File: config.mk
export PLATFORM = sky130hd
export DESIGN_NAME = sipo_frame_ctrl
export DESIGN_NICKNAME = d
export VERILOG_FILES = /design/src/rtl/sipo_ctrl_pkg.sv /design/src/rtl/sipo_shift_reg.sv /design/src/rtl/sipo_frame_ctrl.sv
export SDC_FILE = /design/constraint.sdc
export NUM_CORES = 1
export LEC_CHECK = 0
export BUFFER_PORTS_ARGS = -buffer_cell sky130_fd_sc_hd__buf_2
export CORE_UTILIZATION = 30
export CTS_BUF_LIST = sky130_fd_sc_hd__clkbuf_16
export DETAILED_ROUTE_END_ITERATION = 8
export PLACE_DENSITY = 0.45
export REMOVE_ABC_BUFFERS = 1
export SKIP_CTS_REPAIR_TIMING = 1
export SYNTH_ARGS = -nofsm -noshare
export SYNTH_HDL_FRONTEND = slang
export SYNTH_SLANG_ARGS = --single-unit
File: constraint.sdc
create_clock -name clk -period 1.6 [get_ports clk]
set_input_delay 0.16 -clock clk [delete_from_list [all_inputs] [get_ports clk]]
set_output_delay 0.16 -clock clk [all_outputs]
set_load 0.03 [all_outputs]
File: src/rtl/sipo_ctrl_pkg.sv
// Shared definitions for the SIPO frame receive controller.
//   state_t   : receive FSM state encoding (IDLE / SHIFT / STOP)
//   START_BIT : line level that opens a frame
//   STOP_BIT  : line level expected in the stop-bit slot
package sipo_ctrl_pkg;

  typedef enum logic [1:0] {
    ST_IDLE  = 2'd0,
    ST_SHIFT = 2'd1,
    ST_STOP  = 2'd2
  } state_t;

  localparam logic START_BIT = 1'b0;
  localparam logic STOP_BIT  = 1'b1;

endpackage

File: src/rtl/sipo_shift_reg.sv
// MSB-first serial-in / parallel-out shift register.
//   clk      : system clock
//   rst      : asynchronous active-high clear
//   shift_en : shift sin into the LSB when high
//   sin      : serial data input
//   pout     : parallel contents, first received bit in the MSB
module sipo_shift_reg #(
  parameter int WIDTH = 4
) (
  input  logic             clk,
  input  logic             rst,
  input  logic             shift_en,
  input  logic             sin,
  output logic [WIDTH-1:0] pout
);

  logic [WIDTH-1:0] sreg_q;
  logic [WIDTH-1:0] sreg_d;

  always_comb begin
    sreg_d = sreg_q;
    if (shift_en) sreg_d = {sreg_q[WIDTH-2:0], sin};
  end

  always_ff @(posedge clk or posedge rst) begin
    if (rst) sreg_q <= '0;
    else     sreg_q <= sreg_d;
  end

  assign pout = sreg_q;

endmodule

File: src/rtl/sipo_frame_ctrl.sv
// Receive controller for framed serial words: start bit (0), WIDTH data
// bits MSB first, stop bit (1). Bits are sampled only on sin_en strobes.
// Completed words are presented on a valid/ready port backed by a single
// holding register.
//   clk       : system clock
//   rst       : asynchronous active-high reset
//   sin       : serial data input
//   sin_en    : bit strobe, sin sampled only when high
//   out_ready : consumer accepts out_data on out_valid && out_ready
//   clr_ovr   : synchronous clear of the sticky overrun flag
//   out_data  : held captured word
//   out_valid : out_data holds an unconsumed word
//   busy      : receiver is inside a frame (registered)
//   frame_err : one-cycle pulse when the stop bit was sampled as 0
//   overrun   : sticky, a completed word was dropped (holding reg full)
module sipo_frame_ctrl
  import sipo_ctrl_pkg::*;
#(
  parameter int WIDTH = 4,
  parameter int CNT_W = 3
) (
  input  logic             clk,
  input  logic             rst,
  input  logic             sin,
  input  logic             sin_en,
  input  logic             out_ready,
  input  logic             clr_ovr,
  output logic [WIDTH-1:0] out_data,
  output logic             out_valid,
  output logic             busy,
  output logic             frame_err,
  output logic             overrun
);

  localparam logic [CNT_W-1:0] LAST_BIT = CNT_W'(WIDTH - 1);

  state_t           state_q, state_d;
  logic [CNT_W-1:0] cnt_q, cnt_d;
  logic [WIDTH-1:0] data_q, data_d;
  logic             valid_q, valid_d;
  logic             busy_q, busy_d;
  logic             ferr_q, ferr_d;
  logic             ovr_q, ovr_d;
  logic             shift_en;
  logic             complete;
  logic [WIDTH-1:0] sreg;

  sipo_shift_reg #(.WIDTH(WIDTH)) u_sreg (
    .clk      (clk),
    .rst      (rst),
    .shift_en (shift_en),
    .sin      (sin),
    .pout     (sreg)
  );

  // Next-state logic; every transition is gated by the bit strobe.
  always_comb begin
    state_d  = state_q;
    cnt_d    = cnt_q;
    shift_en = 1'b0;
    complete = 1'b0;
    ferr_d   = 1'b0;
    if (sin_en) begin
      case (state_q)
        ST_IDLE: begin
          if (sin == START_BIT) begin
            state_d = ST_SHIFT;
            cnt_d   = '0;
          end
        end
        ST_SHIFT: begin
          shift_en = 1'b1;
          cnt_d    = cnt_q + CNT_W'(1);
          if (cnt_q == LAST_BIT) begin
            state_d = ST_STOP;
            cnt_d   = '0;
          end
        end
        ST_STOP: begin
          // A low stop bit returns to IDLE; it never doubles as a start bit.
          state_d = ST_IDLE;
          if (sin == STOP_BIT) complete = 1'b1;
          else                 ferr_d   = 1'b1;
        end
        default: state_d = ST_IDLE;
      endcase
    end
    busy_d = (state_d != ST_IDLE);
  end

  // Holding register and flags.
  always_comb begin
    data_d  = data_q;
    valid_d = valid_q;
    ovr_d   = ovr_q;
    if (clr_ovr) ovr_d = 1'b0;
    if (complete) begin
      if (!valid_q || out_ready) begin
        data_d  = sreg;
        valid_d = 1'b1;
      end else begin
        ovr_d = 1'b1;
      end
    end else if (valid_q && out_ready) begin
      valid_d = 1'b0;
    end
  end

  always_ff @(posedge clk or posedge rst) begin
    if (rst) begin
      state_q <= ST_IDLE;
      cnt_q   <= '0;
      data_q  <= '0;
      valid_q <= 1'b0;
      busy_q  <= 1'b0;
      ferr_q  <= 1'b0;
      ovr_q   <= 1'b0;
    end else begin
      state_q <= state_d;
      cnt_q   <= cnt_d;
      data_q  <= data_d;
      valid_q <= valid_d;
      busy_q  <= busy_d;
      ferr_q  <= ferr_d;
      ovr_q   <= ovr_d;
    end
  end

  assign out_data  = data_q;
  assign out_valid = valid_q;
  assign busy      = busy_q;
  assign frame_err = ferr_q;
  assign overrun   = ovr_q;

endmodule

[Word level (Yosys, flattened, before mapping)]
Cells that the tools add are included.
Storage, ports and cells
  register bits: 17
  bits of input ports: 6
Operators by class
  $add $sub $neg: 1
  equality and inequality tests: 5
  muxes and demuxes: 21
  reductions and logical operators: 10
Operators with widths (count)
  $mux W1: 14
  $mux W2: 3
  $mux W3: 2
  $pmux W3 S2: 1
  $reduce_bool A2 Y1: 3
  $pmux W2 S2: 1
  $reduce_and A2 Y1: 2
  $add A3 B1 Y3 const B: 1
  $eq A3 B2 Y1 const B: 1
  $reduce_and A3 Y1: 1
  $eq A2 B1 Y1 const B: 1
  $eq A2 B2 Y1 const B: 1
  $logic_not A2 Y1: 1
  $ne A2 B1 Y1 const B: 1
  $ne A2 B2 Y1 const B: 1
  $logic_and A1 B1 Y1: 1
  $logic_not A1 Y1: 1
  $logic_or A1 B1 Y1: 1

[Logic depth before layout (Yosys ltp)]
Gate-level depths: netlist of the first run.
  word-level depth: 5
  mapped depth: 4
  gate-level depth less buffers: 4

[Cells and area by module]
A second synthesis of the first run with hierarchy kept.
Unflattened totals
  cell total of the unflattened synthesis: 56
  area, all modules: 733.2 µm²
By module, submodules not included
  sipo_frame_ctrl: instances 1, cells an instance 47, area each 584.3 µm²
  sipo_shift_reg: instances 1, cells an instance 9, area each 148.9 µm²

[Worst setup path before layout of the first run]
No wires, ideal clock.
  path type: register -> register
  start point: register state_q[0]
  end point: register data_q[0], in the netlist out_data[0]
  arrival time: 1.198 ns
  required time: 1.475 ns
  path slack: 0.277 ns
  cell stages (with the launch flop): 4
  path buffers: 0
  clock period less this slack: 1.323 ns
  cell sequence: dfrtp_1 -> nand4b_1 -> nor2b_4 -> mux2_2
On the way
  cells in the longest elaborated chain, start to end: 4
RTL lines
  from (decl): RTL line sipo_frame_ctrl.sv:37  | state_t state_q, state_d;
  from (signal assigned): RTL line sipo_frame_ctrl.sv:119  | state_q <= state_d;
  $eq A2 B2 Y1: RTL line sipo_frame_ctrl.sv:64  | case (state_q)
  $mux W1: RTL line sipo_frame_ctrl.sv:64
  $mux W1: RTL line sipo_frame_ctrl.sv:63  | if (sin_en) begin
  $reduce_and A2 Y1 (no source line)
  to (signal assigned): RTL line sipo_frame_ctrl.sv:121  | data_q <= data_d;
  to (decl): RTL line sipo_frame_ctrl.sv:39  | logic [WIDTH-1:0] data_q, data_d;
No other way between the ends.
A chain may end at the register's enable or synchronous reset.

[Worst setup path in the final report of the first run]
  start point: register state_q[1]
  end point: register data_q[2], in the netlist out_data[2]
The elaborated chain is that of the path after synthesis.

==> results.yml, run 1 <==
synthesis:
  synth_top_family_by_area: "multiplexers"
  syn_avg_cell_area_um2: 12.8
  synth-compound-area-share_pct: 10.9
  synthCells: 55
  synth_fa_ha_area_share_pct: 1.78
  ys_types: 20
  synth_mux_area_share_pct: 12.8
  synth_area_um2: 703
  synth_simple_gate_area_share_pct: 11.4
  yosysSeqAreaShare_pct: 60.5
  synth_xor_area_share_pct: 0
  ys_warn_count: 0
  ys_ff_latch: 17
critical_path:
  crit_slowest_cell: "dfrtp_1"
  cp.required_ps: 1730
  crit_path_cell_trace: "nand4b_1 -> nor2b_4 -> mux2_2"
  crit_path_max_fanout: 7
  end_kind: "register"
  path_delay_family: "simple AND/OR/NAND/NOR gates"
  slowest_delay_ps: 430
  worstSetupPathType: "register to register"
  cp-start-kind: "register"
  arrival_ps: 1490
  cp.buffers_inverters: 0
route:
  drtIter0Drc: 4
  wl_met2_um: 531
  top_layer: "met4"
  postRouteWirelength_mm: 1.22
  dr.pass1.iters: 4
  wl_met3_um: 54
  wl_per_cell_um: 12.0
  ant_nets: 0
  via_per_inst: 4.74
  wl_met1_um: 587
  vias: 479
  route.detailed.drc: 0
cells_and_area:
  fillCellCount: 224
  fin_cells: 101
  layout.nets: 81
  syn2layout_area_growth_pct: 26.5
  n_antenna_cell: 0
  multi_input_area_um2: 259
  final_util_pct: 40.2
  drive_above_1_share_pct: 37.0
  seq_area_um2: 425
pwr:
  p_clk_share_pct: 30.6
  p_switching_uw: 480
  power_density_mw_per_mm2: 1780
  power.internal_uw: 1100
  seqPwrFrac_pct: 40.9
  power_leakage_uw: 0.000454
  sw_frac_of_total_pct: 30.3
  vdd_drop_max_mv: 0.576
  combPwrFrac_pct: 28.4
sta:
  worstMarginPinSlew_ps: 630
  relSlewSlack_pct: 57.9
  finalSetupViolCount: 0
  drv_slew: 0
  fin_tns_setup_ps: 0
  period_share_pct: 84.9
  period_needed_ps: 1360
  clock.fmax_ghz: 0.736
  fin_skew_ps: 3.15
  hold_ws_ps: -10.1
  finalHoldViolCount: 17
  rsz0062_at_grt: "false"
floorplan:
  die_y_um: 50.4
  num_rows: 17
  core_area_mm2: 0.00221
  io_pins: 14
  die-area_mm2: 0.00254
  die_w_um: 50.4
  initial_core_util_pct: 31.8
clock_network:
  clockBufferDepth: 2
  htreeDepth: 1
  clkTransAtPathRegs_ps: 50
  cts-root-buf: "clkbuf_16"
  cts_made_buffers: 3
  clock-sinks: 17
  cts_tree: "done"
  worstSkewPairLatency_ps: 240
global_routing:
  grt_max_degree: 18
  grt.total_usage_pct: 11.5
  grt_pass1_vias: 443
  overflow: 0
  antenna_found_initial: 0
  grt_pass1_wl_mm: 2.06
placed_design:
  placed_cells_incl_taps: 97
  hpwl_um: 860
  gp_congestion: 0.746
  port_buffers: 13
outcome:
  violations: "negative hold slack"
  run_status: "finished with violations"
run:
  maxCapViolCount: 0
min_path:
  hold_class: "input pin to asynchronous set/reset pin"
[cell usage in the layout (no fill, tap or decap)]
master / count
o21a_1: 1
buf_4: 1
mux2_2: 8
and3_1: 1
buf_2: 13
ha_1: 1
or2b_1: 1
nand2_1: 2
clkbuf_16: 3
o21ai_0: 4
a32o_1: 1
nor2_1: 1
nand3_1: 1
nor2b_4: 1
dfrtp_1: 17
inv_1: 6
o31ai_1: 3
nand4b_1: 1
o22ai_1: 1
a21oi_1: 2
nand2b_1: 2
nor2b_1: 1
and2b_2: 1
[sequential cells by signal (all words and copies together) (netlist names)]
| name | cells |
|---|---|
| out_valid | 1 |
| overrun | 1 |
| frame_err | 1 |
| state_q | 2 |
| u_sreg.pout | 4 |
| out_data | 4 |
| cnt_q | 3 |
| busy | 1 |
[worst paths after layout]
path | startpoint | to | slack [ps] | cells past startpoint
setup / recovery | state_q[1] | out_data[2] | 240 | 3
hold / removal | rst | state_q[0] | -10 | 2
setup reg to reg | state_q[1] | out_data[2] | 240 | 3
hold reg to reg | cnt_q[2] | state_q[1] | 480 | 1
max in group asynchronous | rst | out_data[0] | 1210 | 2
min in group clk | clr_ovr | overrun | 110 | 2
[kinds of logic after synthesis]
logic type | count (synthesis)
buffers and inverters | 5
DFF | 17
AOI/OAI and AO/OA | 12
adders and majority gates | 1
muxes | 8
and+or+nand+nor | 12
[layer usage]
layer	GRT usage, %	vias up
met2	16.7	16
met3	2.42	5
li1	-	231
met4	9.72	0
met5	0	-
met1	14.5	227
[through the flow]
step / hold slack, ps / power [uW] / setup WS [ps] / instance area, um2
2_1_floorplan: 86.1 / 966 / 277 / 703
3_3_place_gp: 287 / 1100 / 296 / 811
3_5_place_dp: 284 / 1110 / 238 / 811
4_1_cts: 22.7 / 1600 / 228 / 890
5_1_grt: 66.3 / 1680 / 165 / 890
6_report: -10.1 / 1580 / 242 / 890
[synthesized netlist by cell type]
library cell	number	area share, %
nor2b_4	1	2.0
ha_1	1	1.8
a21oi_1	2	1.4
mux2_2	8	13
o21ai_0	4	2.8
o21a_1	1	1.1
and3_1	1	0.89
nor2b_1	1	0.89
inv_1	5	2.7
nand3_1	1	0.71
nand2_1	2	1.1
a32o_1	1	1.4
nand4b_1	1	1.2
o31ai_1	3	3.2
or2b_1	1	1.1
nand2b_1	2	1.8
dfrtp_1	17	60
nor2_1	1	0.53
o22ai_1	1	0.89
and2b_2	1	1.2
[area by class of cell]
type	instances	area share, %
repair buffers	14	8.16
inverters	5	2.11
clock inverters	1	0.422
clock buffers	3	8.44
multi-input cells	33	29.1
well taps	28	3.94
flip-flops and latches	17	47.8
[power groups by stage]
stage                     combinational [uW]  clock, uW  sequential, uW
final                                    450        485             647
after global routing                     496        517             666
after floorplan                          228          0             738
after CTS                                456        501             647
after global placement                   450          0             654
after detailed placement                 453          0             654
No activity file was read; power rests on OpenSTA's default activity.
==> run 2: changes to the inputs <==
- ABC_AREA: default -> 1
- clock period: 1.6 -> 1.26 ns (I/O delays scaled with it)
==> run 2 against run 1 <==
Hold slack improved by 64 ps. Synthesized area grew 1.2%. Via count rose by 14%. Global-route usage is 0.20 points higher. Sequential power grew 19%. The flow now finishes without violations. Count of clock-buffer cells in the layout is the same. Core utilization is 0.79 points higher. First-iteration DRC count grew to 3.3 times the previous value. Non-clock buffer count grew 2. Die area grew 1.2%. Clock skew decreased by 1.8 ps. Sequential cell count is the same.
==> results.yml, run 2 <==
sta:
  finalHoldViolCount: 0
  period_share_pct: 90.3
  period_needed_ps: 1140
  clock.fmax_ghz: 0.879
  drv_slew: 0
  relSlewSlack_pct: 79.3
  finalSetupViolCount: 0
  fin_ws_ps: 122
  rsz0062_at_grt: "false"
  worstMarginPinSlew_ps: 310
  fin_tns_setup_ps: 0
  fin_skew_ps: 1.37
placed_design:
  pre_cts_ws_ps: 129
  placed_cells_incl_taps: 122
  dpl_cell_area_um2: 827
  port_buffers: 13
  hpwl_um: 901
  gp_congestion: 0.823
clock_network:
  htreeDepth: 1
  worstSkewPairLatency_ps: 240
  clock-sinks: 17
  clkTransAtPathRegs_ps: 50
  cts-root-buf: "clkbuf_16"
  cts_tree: "done"
  clockBufferDepth: 2
  cts_made_buffers: 3
floorplan:
  core_area_mm2: 0.00223
  num_rows: 17
  die_w_um: 50.7
  initial_core_util_pct: 31.9
  die_y_um: 50.7
  io_pins: 14
  die-area_mm2: 0.00257
critical_path:
  crit_path_max_fanout: 3
  end_kind: "register"
  worstSetupPathType: "register to register"
  r2r-start: "cnt_q[0]"
  critPathLaunch: "cnt_q[0]"
  cp.required_ps: 1380
  cp-start-kind: "register"
  arrival_ps: 1260
synthesis:
  ys_ff_latch: 17
  synth_ff_type: "dfrtp_1"
  synth_common_cells: "nand2_1 (18), dfrtp_1 (17), inv_1 (11)"
  synth_area_leaders: "dfrtp_1 (60%), nand2_1 (9.5%), inv_1 (5.8%), nand3_1 (4.9%), nor2_1 (4.7%)"
  syn_avg_cell_area_um2: 9.01
  ys_types: 15
  ys_warn_count: 0
  synth_most_common_cell: "nand2_1"
  synth.largest_area_cell: "dfrtp_1"
  synth_edf_count: 0
  synth_area_um2: 712
  yosysSeqAreaShare_pct: 59.8
  synthCells: 79
  synth_async_sr_flop_share_pct: 100
  synth_top_area_share_pct: 59.8
pwr:
  vdd_drop_max_mv: 1.10
  p_switching_uw: 566
  power_leakage_uw: 0.000501
  combPwrFrac_pct: 24.8
  sw_frac_of_total_pct: 30.9
  p_clk_share_pct: 33.3
  power_density_mw_per_mm2: 2000
  seqPwrFrac_pct: 41.9
  power.internal_uw: 1270
cells_and_area:
  design_area_um2: 916
  drive_above_1_share_pct: 24.2
  final_cell_mix: "nand2_1 (18), dfrtp_1 (17), buf_2 (13)"
  final_util_pct: 41.0
  fin_cells: 127
  n_antenna_cell: 0
  syn2layout_area_growth_pct: 28.6
  layout.nets: 107
  layout_commonest_cell: "nand2_1"
  fillCellCount: 227
route:
  ant_nets: 0
  drtIter0Drc: 13
  vias: 545
  via_per_inst: 4.29
  postRouteWirelength_mm: 1.21
  wl_per_cell_um: 9.54
  dr.pass1.iters: 2
  route.detailed.drc: 0
min_path:
  hold_class: "input pin to register"
  min_from: "clr_ovr"
global_routing:
  antenna_found_initial: 0
  overflow: 0
  grt_max_degree: 18
  grt.total_usage_pct: 11.7
  grt_pass1_wl_mm: 2.13
  grt_pass1_vias: 478
outcome:
  run_status: "completed"
run:
  maxCapViolCount: 0
[run 2: cell types whose count changed in the layout (fill, tap and decap cells not counted), moves of 6 or more]
cell	previous run	this run
nand2_1	2	18
nor2_1	1	9
inv_1	6	12
nand3_1	1	7
mux2_2	8	0
[run 2: logic make-up (layout without fill, tap and decap cells)]
family	after synthesis	count (layout)	synth area share (%)
simple gates	41	41	25.8
flops	17	17	59.8
buf+inv	11	31	5.80
compound gates	9	9	6.85
fa+ha+maj	1	1	1.76
[run 2: power by group through the flow]
| stage | Sequential (uW) | Combinational [uW] | Clock (uW) |
|---|---|---|---|
| floorplan | 862 | 241 | 0 |
| global route | 787 | 526 | 654 |
| CTS | 768 | 460 | 642 |
| finish | 768 | 455 | 610 |
| global placement | 775 | 461 | 0 |
| detailed placement | 773 | 459 | 0 |
[run 2: final timing paths]
kind / end / cells past startpoint / slack (ps)
worst max-delay path: busy / 5 / 120
worst min-delay path: overrun / 2 / 50
worst max register to register: busy / 5 / 120
worst min register to register: out_data[3] / 2 / 470
max in group asynchronous: state_q[1] / 4 / 650
min in group asynchronous: u_sreg.pout[0] / 4 / 430
[run 2: per-stage QoR]
stage                     power [uW]  hold slack (ps)
final                           1830             54.3
after global routing            1970             84.9
after CTS                       1870             -114
after detailed placement        1230              155
after global placement          1240              149
after floorplan                 1100             52.1
[run 2: worst max-delay path, stage by stage (launching register included)]
cell     delay [ps]
dfrtp_1         390
ha_1            230
nand2_1         120
nor2_1           60
nor2_1          130
nand3_1          90
[run 2: cell type report]
type	count	area, um2	share of cell area (%)
sequential	17	425	46.4
clock buffer	3	75.1	8.20
multi-input combinational	51	245	26.8
inverter	11	41.3	4.51
tap	28	35.0	3.83
timing repair buffer	16	90.1	9.84
clock inverter	1	3.75	0.410
[run 2: layer usage]
metal	global-route usage, %	vias to the layer above	share of wire [%]
met1	13.3	238	50
met4	6.94	0	2.2
met3	4.55	4	4.3
met2	18.4	12	43
met5	0	-	0
li1	-	291	-
